## src/rtl/pavana_xbar_pkg.sv

```systemverilog
// Shared defaults and command encoding for the pavana crossbar slave-side blocks.
package pavana_xbar_pkg;

    localparam int unsigned DEF_DATA_WIDTH = 32;
    localparam int unsigned DEF_TAG_WIDTH  = 2;
    localparam int unsigned DEF_NUM_TAGS   = 2 ** DEF_TAG_WIDTH;
    localparam int unsigned ADDR_WIDTH     = 32;

    typedef enum logic {
        CmdRead  = 1'b0,
        CmdWrite = 1'b1
    } xbar_cmd_e;

endpackage

```

## src/rtl/pavana_tag_pool.sv

```systemverilog
// Busy bitmap of outstanding read tags with a lowest-free-index allocator.
module pavana_tag_pool
    import pavana_xbar_pkg::*;
#(
    parameter int unsigned TAG_WIDTH = DEF_TAG_WIDTH
) (
    input  logic                      clk_i,
    input  logic                      rst_i,
    input  logic                      alloc_en,
    input  logic                      free_en,
    input  logic [TAG_WIDTH-1:0]      free_tag,
    output logic [TAG_WIDTH-1:0]      lowest_free,
    output logic                      tag_avail,
    output logic [2**TAG_WIDTH-1:0]   busy
);

    localparam int NUM_TAGS = 2 ** TAG_WIDTH;

    logic [NUM_TAGS-1:0] busy_q, busy_d;

    // Scan downward so the last hit wins, leaving the lowest clear index.
    always_comb begin
        lowest_free = '0;
        for (int i = NUM_TAGS - 1; i >= 0; i--) begin
            if (!busy_q[i]) begin
                lowest_free = TAG_WIDTH'(i);
            end
        end
    end

    assign tag_avail = ~&busy_q;

    // A freed tag is busy this cycle, so it can never collide with the allocated one.
    always_comb begin
        busy_d = busy_q;
        if (free_en) begin
            busy_d[free_tag] = 1'b0;
        end
        if (alloc_en) begin
            busy_d[lowest_free] = 1'b1;
        end
    end

    always_ff @(posedge clk_i) begin
        if (rst_i) begin
            busy_q <= '0;
        end else begin
            busy_q <= busy_d;
        end
    end

    assign busy = busy_q;

endmodule

```

## src/rtl/pavana_ooo_slave_tagger.sv

```systemverilog
// Tags crossbar reads for an out-of-order backend and returns responses with their tag.
module pavana_ooo_slave_tagger
    import pavana_xbar_pkg::*;
#(
    parameter int unsigned DATA_WIDTH = DEF_DATA_WIDTH,
    parameter int unsigned TAG_WIDTH  = DEF_TAG_WIDTH
) (
    input  logic                      clk_i,
    input  logic                      rst_i,
    input  logic                      xbar_req,
    input  logic [ADDR_WIDTH-1:0]     xbar_addr,
    input  logic                      xbar_cmd,
    input  logic [DATA_WIDTH-1:0]     xbar_wdata,
    output logic                      xbar_ack,
    output logic [TAG_WIDTH-1:0]      xbar_reqtid,
    output logic                      xbar_resp,
    output logic [TAG_WIDTH-1:0]      xbar_resptid,
    output logic [DATA_WIDTH-1:0]     xbar_rdata,
    output logic                      be_req,
    output logic [ADDR_WIDTH-1:0]     be_addr,
    output logic                      be_cmd,
    output logic [DATA_WIDTH-1:0]     be_wdata,
    output logic [TAG_WIDTH-1:0]      be_tag,
    input  logic                      be_ack,
    input  logic                      be_resp,
    input  logic [TAG_WIDTH-1:0]      be_resptag,
    input  logic [DATA_WIDTH-1:0]     be_rdata,
    output logic [2**TAG_WIDTH-1:0]   tags_busy_o,
    output logic                      tag_err_o
);

    logic                   tag_avail;
    logic [TAG_WIDTH-1:0]   free_tag;
    logic [2**TAG_WIDTH-1:0] busy;
    logic                   alloc_en;
    logic                   rsp_hit;
    logic                   rsp_miss;

    logic                   resp_q;
    logic [TAG_WIDTH-1:0]   resptid_q;
    logic [DATA_WIDTH-1:0]  rdata_q;
    logic                   tag_err_q;

    // Writes never need a tag, so they bypass the availability check.
    assign be_req   = xbar_req & ((xbar_cmd == CmdWrite) | tag_avail);
    assign be_addr  = xbar_addr;
    assign be_cmd   = xbar_cmd;
    assign be_wdata = xbar_wdata;
    assign be_tag   = free_tag;

    assign xbar_ack    = be_req & be_ack;
    assign xbar_reqtid = free_tag;

    assign alloc_en = xbar_ack & (xbar_cmd == CmdRead);
    assign rsp_hit  = be_resp & busy[be_resptag];
    assign rsp_miss = be_resp & ~busy[be_resptag];

    pavana_tag_pool #(
        .TAG_WIDTH (TAG_WIDTH)
    ) u_tag_pool (
        .clk_i       (clk_i),
        .rst_i       (rst_i),
        .alloc_en    (alloc_en),
        .free_en     (rsp_hit),
        .free_tag    (be_resptag),
        .lowest_free (free_tag),
        .tag_avail   (tag_avail),
        .busy        (busy)
    );

    always_ff @(posedge clk_i) begin
        if (rst_i) begin
            resp_q    <= 1'b0;
            resptid_q <= '0;
            rdata_q   <= '0;
            tag_err_q <= 1'b0;
        end else begin
            resp_q <= rsp_hit;
            if (rsp_hit) begin
                resptid_q <= be_resptag;
                rdata_q   <= be_rdata;
            end
            if (rsp_miss) begin
                tag_err_q <= 1'b1;
            end
        end
    end

    assign xbar_resp    = resp_q;
    assign xbar_resptid = resptid_q;
    assign xbar_rdata   = rdata_q;
    assign tags_busy_o  = busy;
    assign tag_err_o    = tag_err_q;

endmodule

```

## config.mk

```make
export PLATFORM = sky130hd
export DESIGN_NAME = pavana_ooo_slave_tagger
export DESIGN_NICKNAME = d
export VERILOG_FILES = /design/src/rtl/pavana_xbar_pkg.sv /design/src/rtl/pavana_tag_pool.sv /design/src/rtl/pavana_ooo_slave_tagger.sv
export SDC_FILE = /design/constraint.sdc
export NUM_CORES = 1
export LEC_CHECK = 0
export ABC_CLOCK_PERIOD_IN_PS = 1630
export BUFFER_PORTS_ARGS = -buffer_cell sky130_fd_sc_hd__buf_2
export CAP_MARGIN = 20
export CORE_AREA = 2 2 83 85
export CTS_CLUSTER_DIAMETER = 80
export DETAILED_ROUTE_END_ITERATION = 10
export DIE_AREA = 0 0 85 87
export GPL_TIMING_DRIVEN = 0
export PLACE_DENSITY = 0.84
export SYNTH_ARGS = -nofsm -noshare
export SYNTH_HDL_FRONTEND = slang
export SYNTH_SLANG_ARGS = --single-unit
```

## constraint.sdc

```tcl
create_clock -name clk_i -period 1.63 [get_ports clk_i]
set_clock_uncertainty 0.1 [all_clocks]
set_input_delay 0.326 -clock clk_i [delete_from_list [all_inputs] [get_ports clk_i]]
set_output_delay 0.326 -clock clk_i [all_outputs]
set_load 0.02 [all_outputs]
```

# --- Word-level counts from Yosys, hierarchy flattened ---
# Cells that the tools add are included.
totals:
  inputBits: 104
  reg_bits: 40
  output_inout_bits: 111
classes:
  reduce_logical: 4
  n_lt_le_gt_ge: 4
  bitwise: 11
  mux: 12
ops:
  columns: ["operator", "n"]
  rows:
  - ["2-to-1 mux 2 bit", 4]
  - ["2-to-1 mux 4 bit", 2]
  - ["less-than comparator 2 x 3 -> 1 bit, second input constant", 2]
  - ["bitwise AND 1 bit", 5]
  - ["bitwise AND 4 bit", 1]
  - ["demux 1 bit (select 2 bit)", 2]
  - [">= comparator 2 x 1 -> 1 bit, second input constant", 2]
  - ["NOT 4 bit", 1]
  - ["bitwise OR 4 bit", 1]
  - ["AND reduction 4 bit", 1]
  - ["2-to-1 mux 1 bit", 3]
  - ["binary-select mux 1 bit (select 2 bit)", 1]
  - ["logical AND 1 bit", 2]
  - ["NOT 1 bit", 2]
  - ["zero test 1 bit", 1]
  - ["bitwise OR 1 bit", 1]

# --- Logic depth before layout (Yosys ltp) ---
# Gate-level depths: netlist of run 1.
depth:
  ltp_word: 10
  mapped_depth: 6
  depth_no_buf: 3

# --- Hierarchy ---
# From an unflattened synthesis of run 1, not the netlist that was laid out.
unflattened:
  hier_cells: 253
  hier_area_um2: 2238.4
by_module_without_submodules:
  columns: ["module", "area_each_um2", "seq_area_each_um2", "cells_each", "instances"]
  rows:
  - ["pavana_ooo_slave_tagger", 2026.9, 720.7, 230, 1]
  - ["pavana_tag_pool", 211.5, 80.1, 23, 1]

# --- Worst setup path after synthesis of run 1 ---
# OpenSTA, ideal clock, no wires.
synth_path:
  kind: "register to output"
  start: "register u_tag_pool.busy_q[0] (netlist: u_tag_pool.busy[0])"
  end: "output xbar_reqtid[0]"
  stages_incl_launch_ff: 4
  slack_ps: -267
  t_arrival_ps: 1471
  cell_sequence: "dfxtp_1 -> buf_2 -> a21boi_0 -> buf_4"
synth_between:
  elab_chain_len: 1
synth_rtl:
  columns: ["element", "line_no", "rtl"]
  rows:
  - ["from (decl)", "pavana_tag_pool.sv:19", "logic [NUM_TAGS-1:0] busy_q, busy_d;"]
  - ["from (signal assigned)", "pavana_tag_pool.sv:48", "busy_q <= busy_d;"]
  - ["2-to-1 mux 2 bit", "pavana_tag_pool.sv:25", "if (!busy_q[i]) begin"]
  - ["to (decl)", "pavana_ooo_slave_tagger.sv:15", "output logic [TAG_WIDTH-1:0] xbar_reqtid,"]
# Every way passes these cells.

# --- Final worst setup path of run 1 ---
layout_path:
  start: "register u_tag_pool.busy_q[0] (netlist: u_tag_pool.busy[0])"
  end: "output xbar_ack"
layout_between:
  elab_chain_len: 5
layout_rtl:
  columns: ["element", "line_no", "rtl"]
  rows:
  - ["AND reduction 4 bit", "pavana_tag_pool.sv:31", "assign tag_avail = ~&busy_q;"]
  - ["zero test 1 bit", "pavana_tag_pool.sv:31", null]
  - ["bitwise OR 1 bit", "pavana_ooo_slave_tagger.sv:45", "assign be_req = xbar_req & ((xbar_cmd == CmdWrite) | tag_avail);"]
  - ["bitwise AND 1 bit", "pavana_ooo_slave_tagger.sv:45", null]
  - ["bitwise AND 1 bit", "pavana_ooo_slave_tagger.sv:51", "assign xbar_ack = be_req & be_ack;"]
  - ["to (decl)", "pavana_ooo_slave_tagger.sv:14", "output logic xbar_ack,"]
# Every way passes these cells.

==> results of run 1 <==
[stage by stage]
stage / setup slack, ns / setup TNS [ns] / power, W
floorplan: -0.0582 / -0.0582 / 0.00137
global placement: 0.0403 / 0 / 0.00152
detailed placement: -0.00237 / -0.00370 / 0.00153
CTS: -0.0798 / -0.134 / 0.00235
global route: -0.105 / -1.73 / 0.00244
finish: -0.0556 / -0.0972 / 0.00233
[layout by cell type, fill, tap and decap left out, types with 2 or more instances in the layout]
master / count
sky130_fd_sc_hd__buf_12: 5
sky130_fd_sc_hd__clkbuf_8: 5
sky130_fd_sc_hd__clkbuf_1: 8
sky130_fd_sc_hd__buf_2: 144
sky130_fd_sc_hd__clkbuf_16: 3
sky130_fd_sc_hd__nand2_1: 2
sky130_fd_sc_hd__nand2b_1: 67
sky130_fd_sc_hd__nor2_1: 2
sky130_fd_sc_hd__mux2i_1: 33
sky130_fd_sc_hd__dfxtp_1: 36
sky130_fd_sc_hd__a21oi_1: 3
sky130_fd_sc_hd__dfxtp_4: 4
sky130_fd_sc_hd__buf_4: 74
sky130_fd_sc_hd__buf_6: 4
sky130_fd_sc_hd__a311oi_1: 4
sky130_fd_sc_hd__inv_1: 3
[path summary, 6_finish.rpt]
check / from / to / slack (ns)
worst max register to register: u_tag_pool.busy[2] / xbar_rdata[6] / 0
worst min-delay path: be_resptag[0] / u_tag_pool.busy[1] / 0.17
worst min register to register: tag_err_o / tag_err_o / 0.34
worst max-delay path: u_tag_pool.busy[0] / xbar_ack / -0.06
[per-layer routing]
metal | global-route usage | part of all wire
met2 | 0.273 | 0.53
met3 | 0.0227 | 0.079
met5 | 0 | 0
met4 | 0.0418 | 0.010
met1 | 0.159 | 0.38
[power groups by stage]
stage / registers, W / clock network (W) / logic (W)
global placement: 0.00102 / 0 / 0.000509
floorplan: 0.00103 / 0 / 0.000345
finish: 0.000987 / 0.000813 / 0.000526
CTS: 0.000987 / 0.000841 / 0.000525
global route: 0.000988 / 0.000885 / 0.000562
detailed placement: 0.00102 / 0 / 0.000516
[cells in the mapped netlist (all sizes together) (2+ instances only)]
| library cell | number |
|---|---|
| dfxtp | 40 |
| inv | 3 |
| nand2b | 68 |
| nor2 | 2 |
| and2 | 2 |
| buf | 73 |
| clkbuf | 8 |
| a311oi | 4 |
| mux2i | 34 |
| a21oi | 4 |
| nand2 | 3 |
[cell type report]
type                            count  area (µm²)  share of cell area
Clock buffer                        5        68.8              0.0193
Timing Repair Buffer              158         911               0.256
Clock inverter                      3        42.5              0.0120
Sequential cell                    40         816               0.229
Multi-Input combinational cell    127         992               0.279
Inverter                            3        11.3             0.00317
Tap cell                           80         100              0.0281
Buffer                             80         616               0.173
[flip-flops by register name, indices dropped and copies added (netlist names)]
register,flops
u_tag_pool.busy,4
xbar_resptid,2
tag_err_o,1
xbar_rdata,32
xbar_resp,1
[what timing repair did]
action	4_1_cts	5_1_grt
resized for setup	14	3
cloned	0	3
setup endpoints to repair	5	34
pin swaps	4	2
setup buffers	5	2
[kinds of logic after synthesis]
group / synth area share
AO/OA/AOI/OAI: 0.0444
buffers and inverters: 0.264
flip-flops: 0.335
multiplexers: 0.159
AND/OR/NAND/NOR: 0.198
[worst max-delay path: stages (launching register included)]
cell and delay, ns:
sky130_fd_sc_hd__dfxtp_4 0.36, sky130_fd_sc_hd__nand2_2 0.06, sky130_fd_sc_hd__o31a_1 0.29, sky130_fd_sc_hd__and2_4 0.14, sky130_fd_sc_hd__buf_6 0.12
==> metrics.json, run 1 <==
{
  "power_switching_share": {"value": 0.267},
  "pwr-share-seq": {"value": 0.424},
  "ys_dominant_reg_cell": {"value": "sky130_fd_sc_hd__dfxtp_1"},
  "postLayoutSetupSlackWorst": {"value": -0.0556, "unit": "ns"},
  "design.final.nets": {"value": 519},
  "numPlacedInstances": {"value": 479},
  "max-vdd-ir-drop": {"value": 0.000405, "unit": "V"},
  "clk_latency": {"value": 0.29, "unit": "ns"},
  "final_antenna_net_count": {"value": 0},
  "antenna-diode-count": {"value": 0},
  "rr_worst_depth": {"value": 6},
  "gpl.final_weighted_congestion": {"value": 0.715},
  "min-delay-path-class": {"value": "input pin to register"},
  "postRouteWirelength": {"value": 6.12, "unit": "mm"},
  "placementRows": {"value": 30},
  "place.port_buffers": {"value": 148},
  "core-area": {"value": 6570, "unit": "µm²"},
  "fillerInstances": {"value": 634},
  "crit_path_max_fanout": {"value": 2},
  "grt_setup_unrepaired": {"value": "yes"},
  "timing_hold_violations_final": {"value": 0},
  "dieHeight": {"value": 87, "unit": "µm"},
  "yosys.area.top_type_share": {"value": 0.335},
  "largest_net_degree_at_the_start_of_global_routing": {"value": 14},
  "drc": {"value": 0},
  "postSynth.asyncResetShare": {"value": 0},
  "timing.final.max_slew_violations": {"value": 0},
  "h-tree-depth": {"value": 2},
  "max-clock-path-buffers": {"value": 2},
  "layoutNonFillerInstCount": {"value": 496},
  "power.clock.fraction": {"value": 0.350},
  "synth-edff-count": {"value": 0},
  "clock_tree_root_driver_cell": {"value": "sky130_fd_sc_hd__clkbuf_8"},
  "cts-hold-fix-buffers": {"value": 0},
  "detailed_place.area": {"value": 3250, "unit": "µm²"},
  "route.vias.total": {"value": 2182},
  "synth-warning-count": {"value": 0},
  "cts_num_sinks": {"value": 40},
  "overflow": {"value": 0},
  "postSynthCellCount": {"value": 251},
  "avgRoutedWirePerCell": {"value": 12.3, "unit": "µm"},
  "holdWs": {"value": 0.169, "unit": "ns"},
  "result_of_the_run": {"value": "finished with violations"},
  "dp_hpwl": {"value": 4.63, "unit": "mm"},
  "start_kind": {"value": "register"},
  "p_int": {"value": 0.00171, "unit": "W"},
  "share_of_layout_cells_above_drive_strength_1": {"value": 0.601},
  "firstDrtPassIters": {"value": 4},
  "yosysSeqAreaShare": {"value": 0.335},
  "slew_headroom": {"value": 0.699},
  "fin_util": {"value": 0.542},
  "share_of_the_clock_period_used_by_the_worst_path": {"value": 1.03},
  "grt_antenna_before_repair": {"value": 0},
  "cts_buffers": {"value": 5},
  "max_frequency": {"value": 0.593, "unit": "GHz"},
  "postSynthNetCount": {"value": 355},
  "p_sw": {"value": 0.000621, "unit": "W"},
  "grt_pass1_vias": {"value": 1960},
  "maxCapViolCount": {"value": 0},
  "track_usage": {"value": 0.142},
  "layout_min_cycle_time": {"value": 1.69, "unit": "ns"},
  "synth.cell_area": {"value": 2390, "unit": "µm²"},
  "start_util": {"value": 0.364},
  "via_per_inst": {"value": 4.40},
  "type_of_the_worst_setup_path": {"value": "register to output port"},
  "violations": {"value": "setup timing"},
  "synth.largest_area_cell": {"value": "sky130_fd_sc_hd__dfxtp_1"},
  "setup_viol_count_final": {"value": 2},
  "die_width": {"value": 85, "unit": "µm"},
  "power_density": {"value": 654, "unit": "nW/µm²"},
  "io-pin-count": {"value": 215},
  "floorplan.die_area": {"value": 7400, "unit": "µm²"},
  "post_synth_main_area_contributors": {"value": "sky130_fd_sc_hd__dfxtp_1 33%, sky130_fd_sc_hd__buf_4 21%, sky130_fd_sc_hd__nand2b_1 18%, sky130_fd_sc_hd__mux2i_1 14%, sky130_fd_sc_hd__buf_12 2.5%"},
  "postSynthAreaPerCell": {"value": 9.54, "unit": "µm²"},
  "area_growth": {"value": 48.6, "unit": "%"},
  "final_cell_area": {"value": 3560, "unit": "µm²"},
  "grt_first_pass_wirelength": {"value": 8.65, "unit": "mm"},
  "power_leakage": {"value": 2.03, "unit": "nW"},
  "postSynthRegisterBits": {"value": 40},
  "cts_tree": {"value": "built"},
  "worstSetupEndpointType": {"value": "output port"},
  "hold-path-cell-count": {"value": 2},
  "number_of_unique_standard_cell_types_used_by_synthesis": {"value": 24},
  "clk_pin_slew_worst_paths": {"value": 0.08, "unit": "ns"},
  "critPathRequiredTime": {"value": 1.20, "unit": "ns"},
  "power_frac_comb": {"value": 0.226},
  "detail_route.iter0.violations": {"value": 38},
  "timing_worst_slew_pin_value": {"value": 0.452, "unit": "ns"},
  "critPathArrivalTime": {"value": 1.26, "unit": "ns"}
}
Note: power is estimated with default switching activity, not from simulation.
==> inputs of run 2 (changes only) <==
Settings changed: BUFFER_PORTS_ARGS -buffer_cell sky130_fd_sc_hd__buf_2 to not set, DONT_BUFFER_PORTS set to 1, PLACE_DENSITY 0.84 to 0.56.
==> metrics.json, run 2 (synthesized netlist as in run 1, its figures left out) <==
{
  "via_per_inst": {"value": 4.72},
  "power_density": {"value": 740, "unit": "nW/µm²"},
  "dieHeight": {"value": 87, "unit": "µm"},
  "critPathRequiredTime": {"value": 1.20, "unit": "ns"},
  "type_of_the_worst_setup_path": {"value": "register to output port"},
  "violations": {"value": "setup timing"},
  "clock_tree_root_driver_cell": {"value": "sky130_fd_sc_hd__clkbuf_8"},
  "max-vdd-ir-drop": {"value": 0.000483, "unit": "V"},
  "postRouteWirelength": {"value": 5.62, "unit": "mm"},
  "io-pin-count": {"value": 215},
  "largest_register_ffs": {"value": 32},
  "timing.final.max_slew_violations": {"value": 0},
  "postLayoutSetupSlackWorst": {"value": -0.176, "unit": "ns"},
  "grt_setup_unrepaired": {"value": "yes"},
  "slew_headroom": {"value": 0.685},
  "route.vias.total": {"value": 1656},
  "share_of_the_clock_period_used_by_the_worst_path": {"value": 1.11},
  "clk_pin_slew_worst_paths": {"value": 0.09, "unit": "ns"},
  "crit_path_max_fanout": {"value": 3},
  "worstSetupEndpointType": {"value": "output port"},
  "max-clock-path-buffers": {"value": 2},
  "firstDrtPassIters": {"value": 4},
  "critPathArrivalTime": {"value": 1.38, "unit": "ns"},
  "detailed_place.area": {"value": 2500, "unit": "µm²"},
  "start_util": {"value": 0.364},
  "placementRows": {"value": 30},
  "power_leakage": {"value": 1.41, "unit": "nW"},
  "area_growth": {"value": 17.5, "unit": "%"},
  "grt_antenna_before_repair": {"value": 0},
  "avgRoutedWirePerCell": {"value": 16.0, "unit": "µm"},
  "result_of_the_run": {"value": "finished with violations"},
  "final_cell_area": {"value": 2810, "unit": "µm²"},
  "final_antenna_net_count": {"value": 0},
  "cts-hold-fix-buffers": {"value": 0},
  "grt_pass1_vias": {"value": 1542},
  "timing_hold_violations_final": {"value": 0},
  "gpl.final_weighted_congestion": {"value": 0.729},
  "mostFrequentLayoutCell": {"value": "sky130_fd_sc_hd__buf_4"},
  "totalPowerFinal": {"value": 0.00208, "unit": "W"},
  "detail_route.iter0.violations": {"value": 5},
  "cts_buffers": {"value": 5},
  "layout_min_cycle_time": {"value": 1.81, "unit": "ns"},
  "dp_hpwl": {"value": 4.06, "unit": "mm"},
  "start_kind": {"value": "register"},
  "core-area": {"value": 6570, "unit": "µm²"},
  "cts_num_sinks": {"value": 40},
  "min-delay-path-class": {"value": "input pin to register"},
  "grt_first_pass_wirelength": {"value": 7.52, "unit": "mm"},
  "h-tree-depth": {"value": 2},
  "track_usage": {"value": 0.127},
  "max_frequency": {"value": 0.554, "unit": "GHz"},
  "mostFrequentLayoutCells": {"value": "71 x sky130_fd_sc_hd__buf_4, 68 x sky130_fd_sc_hd__nand2b_1, 36 x sky130_fd_sc_hd__dfxtp_1"},
  "clk_latency": {"value": 0.28, "unit": "ns"},
  "timing_worst_slew_pin_value": {"value": 0.473, "unit": "ns"},
  "overflow": {"value": 0},
  "floorplan.die_area": {"value": 7400, "unit": "µm²"},
  "place.port_buffers": {"value": 0},
  "setup_viol_count_final": {"value": 38},
  "largest_net_degree_at_the_start_of_global_routing": {"value": 14},
  "holdWs": {"value": 0.0725, "unit": "ns"},
  "die_width": {"value": 85, "unit": "µm"},
  "cts_tree": {"value": "built"},
  "share_of_layout_cells_above_drive_strength_1": {"value": 0.384},
  "design.final.nets": {"value": 374},
  "drc": {"value": 0},
  "maxCapViolCount": {"value": 0},
  "place_ws": {"value": -0.180, "unit": "ns"},
  "numPlacedInstances": {"value": 331},
  "layoutNonFillerInstCount": {"value": 351},
  "antenna-diode-count": {"value": 0}
}
[run 2: report_power, final]
part,internal (W),switching [W],total (W)
combinational,0.000189,0.000209,0.000398
sequential,0.000982,0.0000215,0.00100
clock,0.000299,0.000380,0.000679
total,0.00147,0.000611,0.00208
[run 2: per-layer routing]
layer,vias to the layer above,wire length (µm),track usage
li1,779,-,-
met1,764,2120,0.137
met2,109,2880,0.233
met3,4,589,0.0531
met4,0,25,0.0274
met5,-,0,0
[run 2: worst paths after layout]
check | cells past startpoint | slack [ns] | to | startpoint
max | 4 | -0.18 | xbar_ack | u_tag_pool.busy[0]
min | 2 | 0.07 | xbar_rdata[15] | be_rdata[15]
max reg2reg | 8 | -0.16 | xbar_rdata[12] | u_tag_pool.busy[0]
min reg2reg | 2 | 0.45 | tag_err_o | tag_err_o
[run 2: cell type report]
cell class              count  area, µm²
plain buffers              81        631
fillers                   635       3760
flip-flops and latches     40        816
multi-input cells         127       1000
clock inverters             3       18.8
repair buffers             12        163
inverters                   3       11.3
well taps                  80        100
clock buffers               5       68.8
[run 2: timing repair]
action / 4_1_cts / 5_1_grt
gates cloned: 0 / 4
gates resized for setup: 10 / 11
endpoints found under the setup margin: 35 / 36
pin swaps: 2 / 0
setup buffers: 2 / 6
[run 2: through the flow]
stage,TNS [ns],utilization
detailed placement,-0.647,0.381
global placement,-0.285,0.381
global route,-7.22,0.428
CTS,-2.08,0.401
floorplan,-0.0582,-
finish,-4.20,0.428
[run 2: critical path: stages, from the launching register on]
cell and delay, ns:
sky130_fd_sc_hd__dfxtp_4 0.39, sky130_fd_sc_hd__buf_6 0.12, sky130_fd_sc_hd__nand2_4 0.05, sky130_fd_sc_hd__o31a_1 0.33
sky130_fd_sc_hd__and2_4 0.20
